### config.mk
export PLATFORM = sky130hd
export DESIGN_NAME = aux_uart_bridge
export DESIGN_NICKNAME = d
export VERILOG_FILES = /design/src/rtl/aux_uart_bridge_pkg.sv /design/src/rtl/aux_sync_fifo.sv /design/src/rtl/aux_uart_bridge.sv
export SDC_FILE = /design/constraint.sdc
export NUM_CORES = 1
export LEC_CHECK = 0
export CAP_MARGIN = 20
export CORE_AREA = 3 3 169 171
export CTS_CLUSTER_DIAMETER = 200
export DETAILED_ROUTE_END_ITERATION = 16
export DIE_AREA = 0 0 172 174
export MAX_ROUTING_LAYER = met4
export PLACE_DENSITY = 0.72
export SYNTH_ARGS = -nofsm -noshare
export SYNTH_HDL_FRONTEND = slang
export SYNTH_HIERARCHICAL = 1
export SYNTH_SLANG_ARGS = --single-unit
### constraint.sdc
create_clock -name clk_i -period 2.9 [get_ports clk_i]
set_input_delay 0.29 -clock clk_i [delete_from_list [all_inputs] [get_ports clk_i]]
set_output_delay 0.29 -clock clk_i [all_outputs]
set_load 0.05 [all_outputs]
### src/rtl/aux_uart_bridge_pkg.sv
// Purpose: register map and bit positions shared by the aux UART bridge files.
// Latency: n/a, constants only.
// Backpressure: n/a.
package aux_uart_bridge_pkg;

  // Register offsets within the 4-byte window.
  localparam logic [1:0] REG_DATA   = 2'd0;
  localparam logic [1:0] REG_STATUS = 2'd1;
  localparam logic [1:0] REG_CTRL   = 2'd2;
  localparam logic [1:0] REG_RXCNT  = 2'd3;

  // STATUS bit positions.
  localparam int unsigned ST_RX_NEMPTY = 0;
  localparam int unsigned ST_TX_NFULL  = 1;
  localparam int unsigned ST_RX_OVF    = 2;
  localparam int unsigned ST_TX_EMPTY  = 3;
  localparam int unsigned ST_TX_OVF    = 4;

  // CTRL bit positions. The two clear bits are write-only strobes.
  localparam int unsigned CTRL_RX_IE      = 0;
  localparam int unsigned CTRL_TX_IE      = 1;
  localparam int unsigned CTRL_RX_OVF_CLR = 6;
  localparam int unsigned CTRL_TX_OVF_CLR = 7;

endpackage

### src/rtl/aux_sync_fifo.sv
// Purpose: single-clock first-word-fall-through FIFO with full/empty/count.
// Latency: a push at edge N is visible at head_dat in cycle N+1.
// Backpressure: push while full is dropped unless a pop happens in the same cycle.
//
// Ports:
//   clk, reset          clock and synchronous active-high reset
//   push, push_dat      write request and data
//   pop                 read request (ignored when empty)
//   head_dat            current head entry (undefined content when empty)
//   full, empty, count  occupancy flags, count ranges 0..2**DEPTH_LOG2
module aux_sync_fifo #(
  parameter int unsigned WIDTH      = 8,
  parameter int unsigned DEPTH_LOG2 = 4
) (
  input  logic                  clk,
  input  logic                  reset,
  input  logic                  push,
  input  logic [WIDTH-1:0]      push_dat,
  input  logic                  pop,
  output logic [WIDTH-1:0]      head_dat,
  output logic                  full,
  output logic                  empty,
  output logic [DEPTH_LOG2:0]   count
);

  localparam int unsigned        DEPTH    = 1 << DEPTH_LOG2;
  localparam logic [DEPTH_LOG2:0] FULL_CNT = {1'b1, {DEPTH_LOG2{1'b0}}};

  logic [WIDTH-1:0]      mem [DEPTH];
  logic [DEPTH_LOG2-1:0] wr_ptr;
  logic [DEPTH_LOG2-1:0] rd_ptr;
  logic                  do_push;
  logic                  do_pop;

  // Emptiness is judged before the push, so push+pop on an empty FIFO only pushes.
  // A full FIFO can take a push when the head leaves in the same cycle.
  assign do_pop  = pop & ~empty;
  assign do_push = push & (~full | do_pop);

  always_ff @(posedge clk) begin
    if (reset) begin
      wr_ptr <= '0;
      rd_ptr <= '0;
      count  <= '0;
    end else begin
      if (do_push) wr_ptr <= wr_ptr + 1'b1;
      if (do_pop)  rd_ptr <= rd_ptr + 1'b1;
      case ({do_push, do_pop})
        2'b10:   count <= count + 1'b1;
        2'b01:   count <= count - 1'b1;
        default: count <= count;
      endcase
    end
  end

  // Storage needs no reset: the head is only meaningful while not empty.
  always_ff @(posedge clk) begin
    if (do_push) mem[wr_ptr] <= push_dat;
  end

  assign head_dat = mem[rd_ptr];
  assign full     = (count == FULL_CNT);
  assign empty    = (count == '0);

endmodule

### src/rtl/aux_uart_bridge.sv
// Purpose: aux-bus peripheral buffering bytes between the core and a UART AXI-stream pair.
// Latency: s_axis byte at edge N readable in cycle N+1; DATA write at edge N drives m_axis in N+1.
// Backpressure: none on s_axis (overflow drops and flags rx_ovf); TX drops on full and flags tx_ovf.
//
// Optional feature: define AUX_UART_BRIDGE_IRQ_EN to enable the registered interrupt
// and the CTRL interrupt-enable bits; otherwise irq_o is 0 and CTRL bits 1:0 read 0.
//
// Ports:
//   clk_i, reset_i             clock, synchronous active-high reset
//   aux_adr_i/dat_i/we_i/re_i  core aux bus request
//   aux_dat_o, aux_dat_oe_o    combinational read data and tristate enable
//   s_axis_*                   bytes received by the UART
//   m_axis_*                   bytes to transmit, first-word fall-through
//   irq_o                      interrupt to core int0
module aux_uart_bridge
  import aux_uart_bridge_pkg::*;
#(
  parameter int unsigned                AUX_ADDR_WIDTH  = 16,
  parameter int unsigned                AUX_DATA_WIDTH  = 8,
  parameter logic [AUX_ADDR_WIDTH-1:0]  BASE_ADDR       = 16'hFF00,
  parameter int unsigned                FIFO_DEPTH_LOG2 = 4
) (
  input  logic                      clk_i,
  input  logic                      reset_i,
  input  logic [AUX_ADDR_WIDTH-1:0] aux_adr_i,
  input  logic [AUX_DATA_WIDTH-1:0] aux_dat_i,
  output logic [AUX_DATA_WIDTH-1:0] aux_dat_o,
  output logic                      aux_dat_oe_o,
  input  logic                      aux_we_i,
  input  logic                      aux_re_i,
  input  logic [AUX_DATA_WIDTH-1:0] s_axis_tdata,
  input  logic                      s_axis_tvalid,
  output logic                      s_axis_tready,
  output logic [AUX_DATA_WIDTH-1:0] m_axis_tdata,
  output logic                      m_axis_tvalid,
  input  logic                      m_axis_tready,
  output logic                      irq_o
);

  localparam int unsigned CW = FIFO_DEPTH_LOG2 + 1;

  logic                      sel;
  logic [1:0]                offset;
  logic                      re_q;
  logic                      we_q;
  logic                      rd_edge;
  logic                      wr_edge;

  logic                      rx_push;
  logic                      rx_pop;
  logic [AUX_DATA_WIDTH-1:0] rx_head;
  logic                      rx_full;
  logic                      rx_empty;
  logic [CW-1:0]             rx_count;

  logic                      tx_push;
  logic                      tx_pop;
  logic [AUX_DATA_WIDTH-1:0] tx_head;
  logic                      tx_full;
  logic                      tx_empty;
  logic [CW-1:0]             tx_count;
  logic [CW-1:0]             unused_tx_count;

  logic                      ctrl_wr;
  logic                      rx_ovf;
  logic                      tx_ovf;
  logic                      rx_ie;
  logic                      tx_ie;

  logic [AUX_DATA_WIDTH-1:0] status_val;
  logic [AUX_DATA_WIDTH-1:0] ctrl_val;
  logic [AUX_DATA_WIDTH-1:0] rxcnt_val;

  // ------------------------------------------------------------------
  // Decode and access edge detection
  // ------------------------------------------------------------------
  assign sel    = (aux_adr_i[AUX_ADDR_WIDTH-1:2] == BASE_ADDR[AUX_ADDR_WIDTH-1:2]);
  assign offset = aux_adr_i[1:0];

  // A strobe held over several cycles acts once. A read overlapping a write is dropped.
  assign wr_edge = sel & aux_we_i & ~we_q;
  assign rd_edge = sel & aux_re_i & ~re_q & ~aux_we_i;

  assign rx_pop  = rd_edge & (offset == REG_DATA) & ~rx_empty;
  assign tx_push = wr_edge & (offset == REG_DATA);
  assign ctrl_wr = wr_edge & (offset == REG_CTRL);

  assign rx_push = s_axis_tvalid & ~reset_i;
  assign tx_pop  = m_axis_tvalid & m_axis_tready;

  always_ff @(posedge clk_i) begin
    if (reset_i) begin
      re_q <= 1'b0;
      we_q <= 1'b0;
    end else begin
      re_q <= aux_re_i;
      we_q <= aux_we_i;
    end
  end

  // ------------------------------------------------------------------
  // FIFOs
  // ------------------------------------------------------------------
  aux_sync_fifo #(
    .WIDTH      (AUX_DATA_WIDTH),
    .DEPTH_LOG2 (FIFO_DEPTH_LOG2)
  ) u_rx_fifo (
    .clk      (clk_i),
    .reset    (reset_i),
    .push     (rx_push),
    .push_dat (s_axis_tdata),
    .pop      (rx_pop),
    .head_dat (rx_head),
    .full     (rx_full),
    .empty    (rx_empty),
    .count    (rx_count)
  );

  aux_sync_fifo #(
    .WIDTH      (AUX_DATA_WIDTH),
    .DEPTH_LOG2 (FIFO_DEPTH_LOG2)
  ) u_tx_fifo (
    .clk      (clk_i),
    .reset    (reset_i),
    .push     (tx_push),
    .push_dat (aux_dat_i),
    .pop      (tx_pop),
    .head_dat (tx_head),
    .full     (tx_full),
    .empty    (tx_empty),
    .count    (tx_count)
  );

  // TX occupancy is not exposed through the register map.
  assign unused_tx_count = tx_count;

  // The UART receiver cannot be stalled, so ready only drops during reset.
  assign s_axis_tready = ~reset_i;
  assign m_axis_tvalid = ~tx_empty;
  assign m_axis_tdata  = tx_empty ? '0 : tx_head;

  // ------------------------------------------------------------------
  // Sticky overflow flags. A new overflow in the same cycle as a clear wins.
  // ------------------------------------------------------------------
  always_ff @(posedge clk_i) begin
    if (reset_i) begin
      rx_ovf <= 1'b0;
      tx_ovf <= 1'b0;
    end else begin
      if (rx_push & rx_full & ~rx_pop) begin
        rx_ovf <= 1'b1;
      end else if (ctrl_wr & aux_dat_i[CTRL_RX_OVF_CLR]) begin
        rx_ovf <= 1'b0;
      end

      if (tx_push & tx_full & ~tx_pop) begin
        tx_ovf <= 1'b1;
      end else if (ctrl_wr & aux_dat_i[CTRL_TX_OVF_CLR]) begin
        tx_ovf <= 1'b0;
      end
    end
  end

  // ------------------------------------------------------------------
  // Interrupt enables and interrupt line
  // ------------------------------------------------------------------
`ifdef AUX_UART_BRIDGE_IRQ_EN
  logic irq_q;

  always_ff @(posedge clk_i) begin
    if (reset_i) begin
      rx_ie <= 1'b0;
      tx_ie <= 1'b0;
      irq_q <= 1'b0;
    end else begin
      if (ctrl_wr) begin
        rx_ie <= aux_dat_i[CTRL_RX_IE];
        tx_ie <= aux_dat_i[CTRL_TX_IE];
      end
      irq_q <= (rx_ie & ~rx_empty) | (tx_ie & tx_empty) | rx_ovf;
    end
  end

  assign irq_o = irq_q;
`else
  assign rx_ie = 1'b0;
  assign tx_ie = 1'b0;
  assign irq_o = 1'b0;
`endif

  // ------------------------------------------------------------------
  // Read mux
  // ------------------------------------------------------------------
  always_comb begin
    status_val               = '0;
    status_val[ST_RX_NEMPTY] = ~rx_empty;
    status_val[ST_TX_NFULL]  = ~tx_full;
    status_val[ST_RX_OVF]    = rx_ovf;
    status_val[ST_TX_EMPTY]  = tx_empty;
    status_val[ST_TX_OVF]    = tx_ovf;

    ctrl_val                 = '0;
    ctrl_val[CTRL_RX_IE]     = rx_ie;
    ctrl_val[CTRL_TX_IE]     = tx_ie;

    rxcnt_val                = '0;
    rxcnt_val[CW-1:0]        = rx_count;
  end

  always_comb begin
    aux_dat_o = '0;
    if (sel && !reset_i) begin
      case (offset)
        REG_DATA:   aux_dat_o = rx_empty ? '0 : rx_head;
        REG_STATUS: aux_dat_o = status_val;
        REG_CTRL:   aux_dat_o = ctrl_val;
        REG_RXCNT:  aux_dat_o = rxcnt_val;
        default:    aux_dat_o = '0;
      endcase
    end
  end

  assign aux_dat_oe_o = sel & aux_re_i & ~aux_we_i & ~reset_i;

endmodule

==> results.json <==
{
  "placed_cells": 1166,
  "grt_remaining_overflow": 0,
  "grt_antenna_before_repair": 0,
  "ys.flop_type": "edfxtp_1",
  "routabilityCongestion": 0.802,
  "timing.rr.start": "u_rx_fifo/count[2]",
  "avgViaCountPerCell": 5.59,
  "ys_warn_count": 6,
  "ios": 58,
  "core-area_um2": 27000,
  "status": "finished with violations",
  "mostFrequentLayoutCells": "edfxtp_1, buf_4, mux4_2, clkdlybuf4s50_1",
  "wl_per_cell_um": 21.0,
  "r2r_setup_slack_ps": 90,
  "register_area_um2": 8460,
  "diodes": 0,
  "peakVddDrop_mv": 0.524,
  "hpwl_um": 16600,
  "path_class": "reg -> out",
  "syn_area_um2": 12200,
  "synth-seq-cells": 294,
  "die_area_um2": 29900,
  "whs_ps": 363,
  "syn_inst": 720,
  "finalHoldViolations": 0,
  "cts-root-buf": "clkbuf_16",
  "tightest_slew_ps": 708,
  "routed_wl_um": 26000,
  "p_leak_nw": 5.30,
  "setup_viol": 4,
  "clk_path_buf_depth": 3,
  "end_kind": "output port",
  "final_common_cell": "edfxtp_1",
  "rows": 60,
  "drc": 0,
  "die_h_um": 174,
  "holdPathStages": 2,
  "grt_pass1_vias": 7021,
  "crit_path_max_fanout": 4,
  "final_cells": 1237,
  "maxCapViolCount": 0,
  "yosysSeqAreaShare_pct": 69.0,
  "max-slew-margin-rel_pct": 52.7,
  "clock.fmax_ghz": 0.340,
  "synthArstFlopShare_pct": 0,
  "min_path_type": "in -> reg",
  "synth.distinct_cells": 56,
  "clock_sinks": 294,
  "holdPathEnd": "re_q",
  "syn_to_final_growth_pct": 25.4,
  "synth_edf_count": 256,
  "clk_latency_ps": 540,
  "vias": 6920,
  "skew_ps": 10.0,
  "p_per_area_nw_per_um2": 605,
  "syn-num-nets": 776,
  "cp.arrival_ps": 2650,
  "fin_tns_setup_ps": -90.7,
  "num-nets-final": 928,
  "crit_path_start_kind": "register",
  "grt_pass1_wl_um": 40000,
  "r2r-end": "u_rx_fifo/count[4]",
  "start_util_pct": 45.3,
  "r2r_cells": 13,
  "rsz0062_at_grt": "true",
  "fill_cells": 2033,
  "drtIter0Drc": 600,
  "ant_nets": 0,
  "port_buffers": 56,
  "grt_max_degree": 38,
  "clkTransAtPathRegs_ps": 60,
  "slew_violations": 0,
  "die_x_um": 172,
  "layout_min_cycle_time_ps": 2940,
  "cts.htree.levels": 1,
  "min_period_over_period_pct": 101,
  "drt_first_pass_iters": 5,
  "multiInputGateArea_um2": 3680,
  "critPathRequiredTime_ps": 2610,
  "violations": "setup timing",
  "cts_tree": "done",
  "grt_use_total_pct": 17.8,
  "syn_avg_cell_area_um2": 17.0,
  "postLayoutSetupSlackWorst_ps": -39.0,
  "hold_start": "aux_re_i",
  "cts_buffers": 30,
  "layout-drive-gt1-share_pct": 32.0
}
## per-layer routing
layer	track usage (%)	part of all wire [%]	up-vias	wire (um)
met5	-	0	-	0
met4	4.16	1.9	0	498
met3	2.27	5.2	38	1340
met2	29.7	51	215	13400
met1	23.4	41	3495	10800
li1	-	-	3172	-
## logic make-up after synthesis
group	synth area share, %
buffers and inverters	2.25
multiplexers	12.4
flip-flops	69.0
adder cells (fa/ha/maj)	1.96
XOR/XNOR	0.572
other	0.0306
AND/OR/NAND/NOR	8.10
AO/OA/AOI/OAI	5.67
## sequential cells by signal (all words and copies together) (netlist names), named ones only
name              count
re_q                  1
u_rx_fifo/count       5
u_rx_fifo/wr_ptr      4
u_tx_fifo/count       5
u_tx_fifo/wr_ptr      4
u_tx_fifo/mem       128
u_rx_fifo/rd_ptr      4
tx_ovf                1
we_q                  1
rx_ovf                1
u_tx_fifo/rd_ptr      4
u_rx_fifo/mem       128
## report_power, final
| part | switching (mW) | total, mW | internal [mW] |
|---|---|---|---|
| Sequential | 0.0150 | 4.63 | 4.62 |
| Clock | 1.57 | 3.99 | 2.42 |
| Combinational | 0.424 | 0.675 | 0.251 |
## repair_timing
item / 4_1_cts / 5_1_grt
gates resized for setup: 26 / 19
endpoints found under the hold margin: 0 / 0
hold buffers: 0 / 0
setup endpoints to repair: 7 / 10
pin swaps: 6 / 16
cloned: 1 / 0
buffers inserted: 7 / 7
## critical path, stage by stage (launching register included)
cell,delay [ps]
dfxtp_4,400
buf_12,120
buf_16,100
mux4_2,490
a22oi_2,220
nand2_1,120
nor2_1,110
nor3_1,50
a31oi_1,200
nor3_2,100
clkbuf_16,200
## worst max-delay path by stage
stage                        from            endpoint  cells after the start
2_1_floorplan  u_rx_fifo/count[3]  u_rx_fifo/count[4]                     14
3_3_place_gp         aux_adr_i[7]  u_rx_fifo/count[4]                     11
3_5_place_dp         aux_adr_i[7]  u_rx_fifo/count[4]                     11
4_1_cts                  register        aux_dat_o[4]                      9
5_1_grt                  register        aux_dat_o[0]                     10
6_report                 register        aux_dat_o[0]                     10
## synthesized netlist by cell type, drive strengths merged, types with 2 or more instances
master / instances / share of area, %
nor3: 9 / 0.37
a21oi: 2 / 0.082
nand2b: 10 / 0.51
and2: 14 / 0.72
dfxtp: 38 / 6.2
inv: 30 / 0.92
a21o: 2 / 0.12
or2: 4 / 0.20
nor4: 10 / 0.51
o2bb2ai: 2 / 0.14
nor2: 39 / 1.2
o21ai: 15 / 0.92
o31ai: 2 / 0.12
o21a: 8 / 0.49
o2111ai: 6 / 0.43
nand2: 18 / 0.55
o41ai: 4 / 0.29
clkbuf: 22 / 0.67
nor2b: 19 / 0.97
a22oi: 34 / 2.1
ha: 16 / 1.6
edfxtp: 256 / 63
a2111oi: 2 / 0.14
nor4b: 2 / 0.27
nand4: 5 / 0.48
mux2i: 8 / 0.65
xnor2: 2 / 0.14
mux4: 64 / 12
buf: 14 / 0.65
xor2: 6 / 0.43
o211ai: 6 / 0.41
or4: 4 / 0.31
nor3b: 11 / 0.72
a211o: 2 / 0.14
fa: 2 / 0.33
and3: 11 / 0.56
nand3: 14 / 0.57
o311a: 2 / 0.16
## stage by stage
stage / power (mW) / cell area [um2] / util, % / setup WS [ps]
after CTS: 9.37 / 15200 / 56.2 / -46.9
after floorplan: 5.10 / 12300 / - / 4.14
after global routing: 9.63 / 15400 / 56.8 / -165
after global placement: 5.37 / 14000 / 51.6 / -185
after detailed placement: 5.38 / 14000 / 51.6 / -243
final: 9.30 / 15400 / 56.8 / -39.0
## area by class of cell
class	instances	share of cell area (%)
tap	341	2.78
inverter	30	0.733
timing repair buffer	156	10.6
multi-input combinational	360	24.0
clock buffer	40	5.53
clock inverter	16	1.33
sequential	294	55.1
(Power assumes the default switching activity.)
